<file path="src/rtl/branch_resolve_pkg.sv">
// Shared types for the branch resolution path: condition codes and the
// payloads carried by the two pipeline stages.
package branch_resolve_pkg;

  typedef logic [63:0] ulong_t;

  typedef enum logic [2:0] {
    COND_NEVER  = 3'd0,
    COND_EQ     = 3'd1,
    COND_NE     = 3'd2,
    COND_LT     = 3'd3,
    COND_GE     = 3'd4,
    COND_LE     = 3'd5,
    COND_GT     = 3'd6,
    COND_ALWAYS = 3'd7
  } cond_t;

  // Stage 1: raw operands as captured from the compare block
  typedef struct packed {
    cond_t  cond;
    logic   zero;
    logic   negitive;
    ulong_t pc;
    ulong_t target;
    logic   pred_taken;
  } s1_t;

  // Stage 2: resolved result handed back to fetch
  typedef struct packed {
    logic   taken;
    ulong_t next_pc;
    logic   mispredict;
  } s2_t;

endpackage

</file>
<file path="src/rtl/branch_resolve_cond_eval.sv">
// Pure combinational condition evaluator; also intended for a future
// conditional-move path. The zero&negitive combination is not filtered.
module BranchCondEval
  import branch_resolve_pkg::*;
(
  input  cond_t cond,
  input  logic  zero,
  input  logic  negitive,
  output logic  taken
);

  // Decode condition against compare flags
  always_comb begin
    taken = 1'b0;
    case (cond)
      COND_NEVER:  taken = 1'b0;
      COND_EQ:     taken = zero;
      COND_NE:     taken = ~zero;
      COND_LT:     taken = negitive;
      COND_GE:     taken = ~negitive;
      COND_LE:     taken = negitive | zero;
      COND_GT:     taken = ~negitive & ~zero;
      COND_ALWAYS: taken = 1'b1;
      default:     taken = 1'b0;
    endcase
  end

endmodule

</file>
<file path="src/rtl/branch_resolve.sv">
// Two-stage valid/ready branch resolution: S1 captures the compare result,
// S2 holds taken/next_pc/mispredict. Keeps a running mispredict count.
module branch_resolve
  import branch_resolve_pkg::*;
#(
  parameter int INSN_BYTES = 4,
  parameter int CNT_W      = 32
) (
  input  logic             clk,
  input  logic             rst_n,
  input  logic             flush,
  input  logic             in_valid,
  output logic             in_ready,
  input  cond_t            in_cond,
  input  logic             in_zero,
  input  logic             in_negitive,
  input  ulong_t           in_pc,
  input  ulong_t           in_target,
  input  logic             in_pred_taken,
  output logic             out_valid,
  input  logic             out_ready,
  output logic             out_taken,
  output ulong_t           out_next_pc,
  output logic             out_mispredict,
  output logic [CNT_W-1:0] mispredict_cnt
);

  // vld_q[0] = S1 valid, vld_q[1] = S2 valid
  logic [1:0]       vld_q, vld_d;
  s1_t              s1_q, s1_d;
  s2_t              s2_q, s2_d;
  logic [CNT_W-1:0] cnt_q, cnt_d;
  logic             s2_can_load;
  logic             s1_taken;

  BranchCondEval u_eval (
    .cond     (s1_q.cond),
    .zero     (s1_q.zero),
    .negitive (s1_q.negitive),
    .taken    (s1_taken)
  );

  // in_ready only depends on state and out_ready, never on in_valid
  assign s2_can_load = ~vld_q[1] | out_ready;
  assign in_ready    = ~vld_q[0] | s2_can_load;

  // Next-state: stage advance, flush kill, mispredict counting
  always_comb begin
    vld_d = vld_q;
    s1_d  = s1_q;
    s2_d  = s2_q;
    cnt_d = cnt_q;

    if (in_ready) begin
      vld_d[0] = in_valid;
      if (in_valid) begin
        s1_d.cond       = in_cond;
        s1_d.zero       = in_zero;
        s1_d.negitive   = in_negitive;
        s1_d.pc         = in_pc;
        s1_d.target     = in_target;
        s1_d.pred_taken = in_pred_taken;
      end
    end

    if (s2_can_load) begin
      vld_d[1] = vld_q[0];
      if (vld_q[0]) begin
        s2_d.taken      = s1_taken;
        s2_d.next_pc    = s1_taken ? s1_q.target : s1_q.pc + ulong_t'(INSN_BYTES);
        s2_d.mispredict = s1_taken ^ s1_q.pred_taken;
      end
    end

    // A handshake coinciding with flush still counts
    if (vld_q[1] && out_ready && s2_q.mispredict)
      cnt_d = cnt_q + CNT_W'(1);

    // Flush drops everything in flight, including a same-cycle input beat
    if (flush)
      vld_d = 2'b00;
  end

  // Pipeline and counter registers
  always_ff @(posedge clk or negedge rst_n) begin
    if (!rst_n) begin
      vld_q <= 2'b00;
      s1_q  <= '0;
      s2_q  <= '0;
      cnt_q <= '0;
    end else begin
      vld_q <= vld_d;
      s1_q  <= s1_d;
      s2_q  <= s2_d;
      cnt_q <= cnt_d;
    end
  end

  assign out_valid      = vld_q[1];
  assign out_taken      = s2_q.taken;
  assign out_next_pc    = s2_q.next_pc;
  assign out_mispredict = s2_q.mispredict;
  assign mispredict_cnt = cnt_q;

endmodule

</file>
<file path="config.mk">
export PLATFORM = sky130hd
export DESIGN_NAME = branch_resolve
export DESIGN_NICKNAME = d
export VERILOG_FILES = /design/src/rtl/branch_resolve_pkg.sv /design/src/rtl/branch_resolve_cond_eval.sv /design/src/rtl/branch_resolve.sv
export SDC_FILE = /design/constraint.sdc
export NUM_CORES = 1
export LEC_CHECK = 0
export CELL_PAD_IN_SITES_DETAIL_PLACEMENT = 0
export CELL_PAD_IN_SITES_GLOBAL_PLACEMENT = 1
export CORE_ASPECT_RATIO = 0.5
export CORE_MARGIN = 2
export CORE_UTILIZATION = 36
export CTS_CLUSTER_SIZE = 16
export DETAILED_ROUTE_END_ITERATION = 7
export GPL_TIMING_DRIVEN = 0
export HOLD_SLACK_MARGIN = 0.12
export PLACE_DENSITY_LB_ADDON = 0.05
export SKIP_LAST_GASP = 1
export SYNTH_ARGS = -nofsm -noshare
export SYNTH_HDL_FRONTEND = slang
export SYNTH_SLANG_ARGS = --single-unit
</file>
<file path="constraint.sdc">
create_clock -name clk -period 1.85 [get_ports clk]
set_clock_uncertainty 0.2 [all_clocks]
set_input_delay 0.2775 -clock clk [delete_from_list [all_inputs] [get_ports clk]]
set_output_delay 0.2775 -clock clk [all_outputs]
set_load 0.02 [all_outputs]
</file>
==> results of run 1 <==
[critical path, stage by stage, from the launching register on]
cell	delay [ps]
dfrtp_2	410
nand4_4	150
nor4_4	410
nand4_1	180
buf_6	170
buf_8	130
o21a_1	210
nor3_4	210
o21ai_1	70
[area by class of cell]
class                   count  area [µm²]
well taps                 391         489
clock buffers              30         612
inverters                   6        22.5
multi-input cells         668        6140
clock inverters            10         163
plain buffers              41         599
repair buffers            360        3680
flip-flops and latches    234        5900
diodes                      1        2.50
fillers                  2378       11600
[kinds of logic after synthesis]
| family | after synthesis | share of synthesized area |
|---|---|---|
| mux | 135 | 0.141 |
| fa+ha+maj | 2 | 0.00232 |
| flops | 234 | 0.544 |
| xor+xnor | 84 | 0.0683 |
| buf+inv | 52 | 0.0193 |
| simple gates | 307 | 0.155 |
| compound gates | 138 | 0.0699 |
[layer usage]
metal  track usage  vias up  part of all wire
li1              -     4161                 -
met2         0.401      264              0.48
met1         0.324     4696              0.44
met5             0        -                 0
met4        0.0538        0             0.019
met3        0.0435       52             0.062
[report_power, final]
part	total, mW	switching, mW	internal (mW)	leakage (nW)
combinational	4.69	2.33	2.36	4.58
sequential	6.45	0.602	5.85	2.78
clock	5.04	2.14	2.90	0.371
[sequential cells by signal, summed over array words and instances (netlist names)]
signal          cells
s1_q              134
out_mispredict      1
vld_q               2
out_taken           1
mispredict_cnt     32
out_next_pc        64
[synth_stat cells (all sizes together) (22+ instances only)]
cell    instances  area share
a21oi          43       0.020
mux2          135        0.14
nor2           53       0.019
nand4          29       0.021
nand3          33       0.015
and3           38       0.022
nor3           22       0.012
nand2          88       0.031
dfrtp         234        0.54
xnor2          68       0.055
o21ai          68       0.032
clkbuf         31       0.011
[worst min path at each step]
stage	start	endpoint	slack, ps	depth (start not counted)
global placement	mispredict_cnt[31]	mispredict_cnt[31]	260	1
detailed placement	rst_n	mispredict_cnt[11]	-5	1
global route	rst_n	mispredict_cnt[12]	100	3
CTS	rst_n	mispredict_cnt[11]	80	3
floorplan	rst_n	mispredict_cnt[0]	-220	0
finish	rst_n	mispredict_cnt[12]	90	3
[through the flow]
step	TNS (ps)	setup WS [ps]	power [mW]
3_3_place_gp	-2476590	-10880	9.96
3_5_place_dp	-130000	-1270	10.0
6_report	-16560	-399	16.2
2_1_floorplan	-733	-65.3	8.13
4_1_cts	-21700	-300	15.8
5_1_grt	-25510	-464	16.8
[what timing repair did]
| item | in CTS | in global routing |
|---|---|---|
| cloned | 23 | 2 |
| resized for setup | 395 | 227 |
| buffers inserted | 63 | 44 |
| pin swaps | 62 | 71 |
| setup endpoints to repair | 288 | 329 |
| hold endpoints to repair | 120 | 25 |
==> run_results.csv, run 1 <==
group,metric,value,unit
outcome,outcome,"finished with violations",
outcome,violations,"design-rule violations, negative setup slack",
placement,place_hpwl,24.7,mm
clock_tree,clk_pin_slew,70,ps
synthesis,synth_edf_count,0,
synthesis,synth_flop_cell,"dfrtp_1",
setup_path,rr_worst_depth,8,
sta,fin_crit_sh,1.22,
drt,post_drt_wl_per_cell,22.2,µm
sta,final_max_slew_viol_count,0,
setup_path,crit_end,"out_next_pc[46]",
global_route,antenna_found_initial,1,
die,ios,239,
die,fp.dieW,249,µm
synthesis,syn_area,0.0108,mm²
sta,slew-limit-headroom,0.630,
synthesis,ys_seq_elements,234,
synthesis,synth_cell_types,48,
die,die_y,126,µm
sta,timing.hold.ws,90.8,ps
final_layout,stdcell_count,1741,
final_layout,final_layout_size_suffix_gt1_frac,0.409,
drt,drcViolationCount,10,
synthesis,netlist_instances,952,
clock_tree,cts_buffer_depth,3,
placement,post_dp_cell_area,0.0140,mm²
setup_path,cp-startpoint,"s1_q[75]",
clock_tree,ctsHtreeMaxLevel,1,
sta,fmax,445,MHz
global_route,grt_pass1_wl,56.8,mm
final_layout,nNetsFinal,1474,
run,max_cap_viol_count,0,
sta,setup_violations,114,
final_layout,syn_to_final_growth,63.5,%
drt,num_vias,9173,
drt,dr.first_iter.drc_count,660,
final_layout,fin_area,0.0176,mm²
drt,antenna_left,0,
power_and_ir_drop,power.leakage,7.73,nW
placement,dp.cells,1583,
sta,rsz0062_at_grt,"true",
synthesis,postSynthAreaPerCell,11.3,µm²
sta,fin_ws,-399,ps
drt,wirelength,38.6,mm
setup_path,path_class,"reg -> reg",
clock_tree,cts-root-buf,"clkbuf_16",
die,core_region_area,0.0292,mm²
die,die_area,0.0314,mm²
sta,hold_viol,0,
final_layout,final_cell_mix,"200 x dfrtp_1, 137 x clkdlybuf4s50_1, 98 x dlygate4sd2_1",
final_layout,final_common_cell,"dfrtp_1",
global_route,groute.usage.overall,0.239,
setup_path,start_kind,"flip-flop",
placement,place_congestion,0.819,
setup_path,rrSetupSlack,-400,ps
final_layout,fin_util,0.602,
global_route,grt_max_degree,115,
sta,finalCriticalPeriod,2250,ps
die,row_count,44,
global_route,grt-ovfl-total,0,
setup_path,reg2reg_from,"s1_q[75]",
clock_tree,cts_buffers,22,
sta,worstMarginPinSlew,555,ps
power_and_ir_drop,irDropWorstVdd,0.889,mV
setup_path,crit_arrival,2470,ps
die,start_util,0.368,
setup_path,worstSetupEndpointType,"flip-flop",
synthesis,syn_nets,1093,
synthesis,synth-seq-area-share,0.544,
clock_tree,clock-sinks,234,
min_path,hold_path.class,"in -> async",
clock_tree,clk-insertion-delay-late,530,ps
drt,via_per_inst,5.27,
setup_path,worstPathMaxFanout,5,
clock_tree,cts_tree,"done",
setup_path,r2r-end,"out_next_pc[46]",
synthesis,async_reset_ff_frac,1.00,
setup_path,cp.required,2070,ps
clock_tree,cts_hold_buf,2,
drt,dr.pass1.iters,8,
power_and_ir_drop,pwr_density_cell,919,mW/mm²
placement,io_buffers,238,
synthesis,ys_warn_count,0,
global_route,grt_pass1_vias,9321,
Note: power is estimated with default switching activity, not from simulation.
==> run 2: changes to the inputs <==
--- a/config.mk
+++ b/config.mk
@@ -18,4 +18,5 @@
 export SKIP_LAST_GASP = 1
 export SYNTH_ARGS = -nofsm -noshare
 export SYNTH_HDL_FRONTEND = slang
+export SYNTH_HIERARCHICAL = 1
 export SYNTH_SLANG_ARGS = --single-unit
==> run 2 against run 1 <==
  * The flow finishes with violations (negative setup slack)
  * Register-to-register slack improved by 40 ps
  * Count of clock-buffer cells in the layout grew 1
  * Setup slack better by 41 ps
  * Power is 2.0% lower
  * Critical path depth is the same
  * Global-route usage shrank 1.3 points
  * Worst hold slack gained 43 ps
  * Area after synthesis rose by 0.43%
  * Utilization fell by 1.0 points
  * Largest cell class is now sequential cells
==> run_results.csv, run 2 <==
group,metric,value,unit
outcome,outcome,"finished with violations",
outcome,violations,"negative setup slack",
setup_path,reg2reg_from,"s1_q[75]",
synthesis,synth_flop_cell,"dfrtp_1",
synthesis,synth-seq-area-share,0.541,
final_layout,final_layout_size_suffix_gt1_frac,0.398,
global_route,antenna_found_initial,0,
clock_tree,cts_tree,"done",
sta,setup_violations,78,
setup_path,crit_buf_inv,2,
die,core_region_area,0.0293,mm²
synthesis,synth_cell_types,54,
drt,via_per_inst,5.17,
setup_path,crit_arrival,2420,ps
final_layout,fin_util,0.592,
synthesis,ys_warn_count,6,
clock_tree,cts_buffer_depth,3,
synthesis,synth.cells.most_frequent,"234 x dfrtp_1, 137 x mux2_2, 81 x nand2_1",
sta,fmax,453,MHz
drt,dr.pass1.iters,5,
setup_path,start_kind,"flip-flop",
setup_path,worstPathMaxFanout,6,
setup_path,cpMostUsedCell,"nand4_4",
synthesis,ys_top_cells_by_area,"dfrtp_1 54%, mux2_2 14%, xnor2_1 4.9%",
setup_path,critPathSlowestCell,"dfrtp_1",
die,die_area,0.0315,mm²
drt,dr.first_iter.drc_count,469,
setup_path,path_class,"reg -> reg",
run,max_cap_viol_count,0,
sta,fin_ws,-358,ps
setup_path,cp_num_cells,8,
final_layout,largest_register_ffs,134,
synthesis,syn_nets,1085,
drt,wirelength,37.5,mm
synthesis,yosysTopAreaCell,"dfrtp_1",
die,ios,239,
setup_path,critical_path.max_stage_delay,390,ps
setup_path,rr_worst_depth,8,
setup_path,worstSetupEndpointType,"flip-flop",
clock_tree,clk-insertion-delay-late,530,ps
clock_tree,cts_buffers,23,
global_route,grt_max_degree,118,
setup_path,cp_cell_sequence,"nand4_4, buf_12, nor2_4, nand4_4, buf_6, o31ai_2, o21ai_1, a221o_1",
clock_tree,clk_pin_slew,70,ps
setup_path,cp-startpoint,"s1_q[75]",
sta,worstMarginPinSlew,704,ps
final_layout,antennaDiodeCount,0,
synthesis,async_reset_ff_frac,1.00,
final_layout,final_common_cell,"dfrtp_1",
final_layout,fill_cells,2441,
global_route,grt_pass1_vias,9283,
global_route,grt_pass1_wl,54.7,mm
synthesis,netlist_instances,944,
synthesis,yosysMostFrequentCell,"dfrtp_1",
synthesis,synth_top_cell_area_share,0.541,
synthesis,ys_seq_elements,234,
synthesis,synth_edf_count,0,
final_layout,final_cell_mix,"202 x dfrtp_1, 137 x clkdlybuf4s50_1, 121 x mux2_2",
sta,final_max_slew_viol_count,0,
synthesis,syn_area,0.0108,mm²
final_layout,nNetsFinal,1503,
clock_tree,cts-root-buf,"clkbuf_16",
setup_path,crit_end,"out_next_pc[52]",
sta,rsz0062_at_grt,"true",
synthesis,postSynthAreaPerCell,11.5,µm²
drt,antenna_left,0,
sta,slew-limit-headroom,0.531,
clock_tree,ctsHtreeMaxLevel,1,
sta,finalCriticalPeriod,2210,ps
power_and_ir_drop,pwr_density_cell,914,mW/mm²
die,die_y,127,µm
setup_path,cp.required,2060,ps
sta,hold_viol,0,
setup_path,rrSetupSlack,-360,ps
placement,place_congestion,0.823,
final_layout,regMostFlops,"s1_q",
drt,drcViolationCount,0,
global_route,grt-ovfl-total,0,
die,fp.dieW,249,µm
final_layout,syn_to_final_growth,60.4,%
placement,dp_slack,-1120,ps
power_and_ir_drop,power.leakage,7.70,nW
power_and_ir_drop,irDropWorstVdd,0.759,mV
setup_path,crit_family,"compound AO/OA/AOI/OAI gates",
die,start_util,0.369,
setup_path,r2r-end,"out_next_pc[52]",
drt,post_drt_wl_per_cell,21.2,µm
drt,num_vias,9138,
min_path,hold_path.class,"in -> reg",
global_route,groute.usage.overall,0.225,
placement,place_hpwl,24.3,mm
die,row_count,44,
clock_tree,clock-sinks,234,
placement,io_buffers,238,
sta,fin_crit_sh,1.19,
-- run 2: cell types whose count changed in the layout (fill, tap and decap cells not counted), sizes merged, moves of 8 or more --
cell	change
o22ai	+8
mux2i	+10
a21oi	+8
buf	+32
o21ai	-24
nor3	+8
-- run 2: cells by family (layout without fill, tap and decap cells) --
kind of cell    count (synthesis)  after routing  share of synthesized area
simple gates                  297            299                      0.151
buf+inv                        54            486                     0.0212
fa+ha+maj                       2              2                    0.00231
mux                           147            147                      0.152
flops                         234            234                      0.541
xor+xnor                       78             78                     0.0632
compound gates                132            132                     0.0691
-- run 2: metrics by stage --
stage	power (mW)	instances	area, µm²	hold WS, ps	setup TNS, ps
final	15.9	1769	17300	134	-17470
after global routing	16.5	1769	17300	150	-23710
after CTS	15.6	1721	16400	130	-14780
after detailed placement	10.0	1575	14000	-142	-122380
after global placement	9.93	1573	13900	263	-2462270
after floorplan	8.14	944	11100	-218	-1690
-- run 2: power breakdown --
part | switching (mW) | internal [mW]
registers | 0.559 | 5.84
logic | 2.18 | 2.17
clock network | 2.11 | 3.00
total | 4.85 | 11.0
-- run 2: how the worst min path moves through the flow --
stage,startpoint,cells after the start,end
6_report,flush,2,vld_q[1]
5_1_grt,flush,2,vld_q[0]
4_1_cts,flush,2,vld_q[1]
3_5_place_dp,rst_n,1,mispredict_cnt[11]
3_3_place_gp,mispredict_cnt[31],1,mispredict_cnt[31]
2_1_floorplan,rst_n,0,mispredict_cnt[0]
-- run 2: what timing repair did --
action	CTS	global route
gates resized for setup	322	135
pin swaps	65	58
endpoints found under the hold margin	118	0
buffers inserted	97	48
hold buffers	2	0
cloned	8	11
endpoints found under the setup margin	257	261
-- run 2: cell type report --
cell class	instances	area [µm²]	share of cell area
multi-input cells	658	5730	0.331
plain buffers	41	534	0.0308
clock inverters	10	150	0.00865
inverters	6	22.5	0.00130
clock buffers	31	646	0.0372
well taps	391	489	0.0282
flip-flops and latches	234	5900	0.340
repair buffers	398	3880	0.223
-- run 2: worst reg2reg max path, delay by kind of cell (launching register included) --
kind	cells	cell delay, ps
simple gates	3	560
compound gates	3	600
buf+inv	2	350
flops	1	390
-- run 2: layer usage --
metal	routed length [µm]	track usage
met5	0	0
met4	565	0.0365
met2	17800	0.377
met1	17800	0.318
met3	1370	0.0343
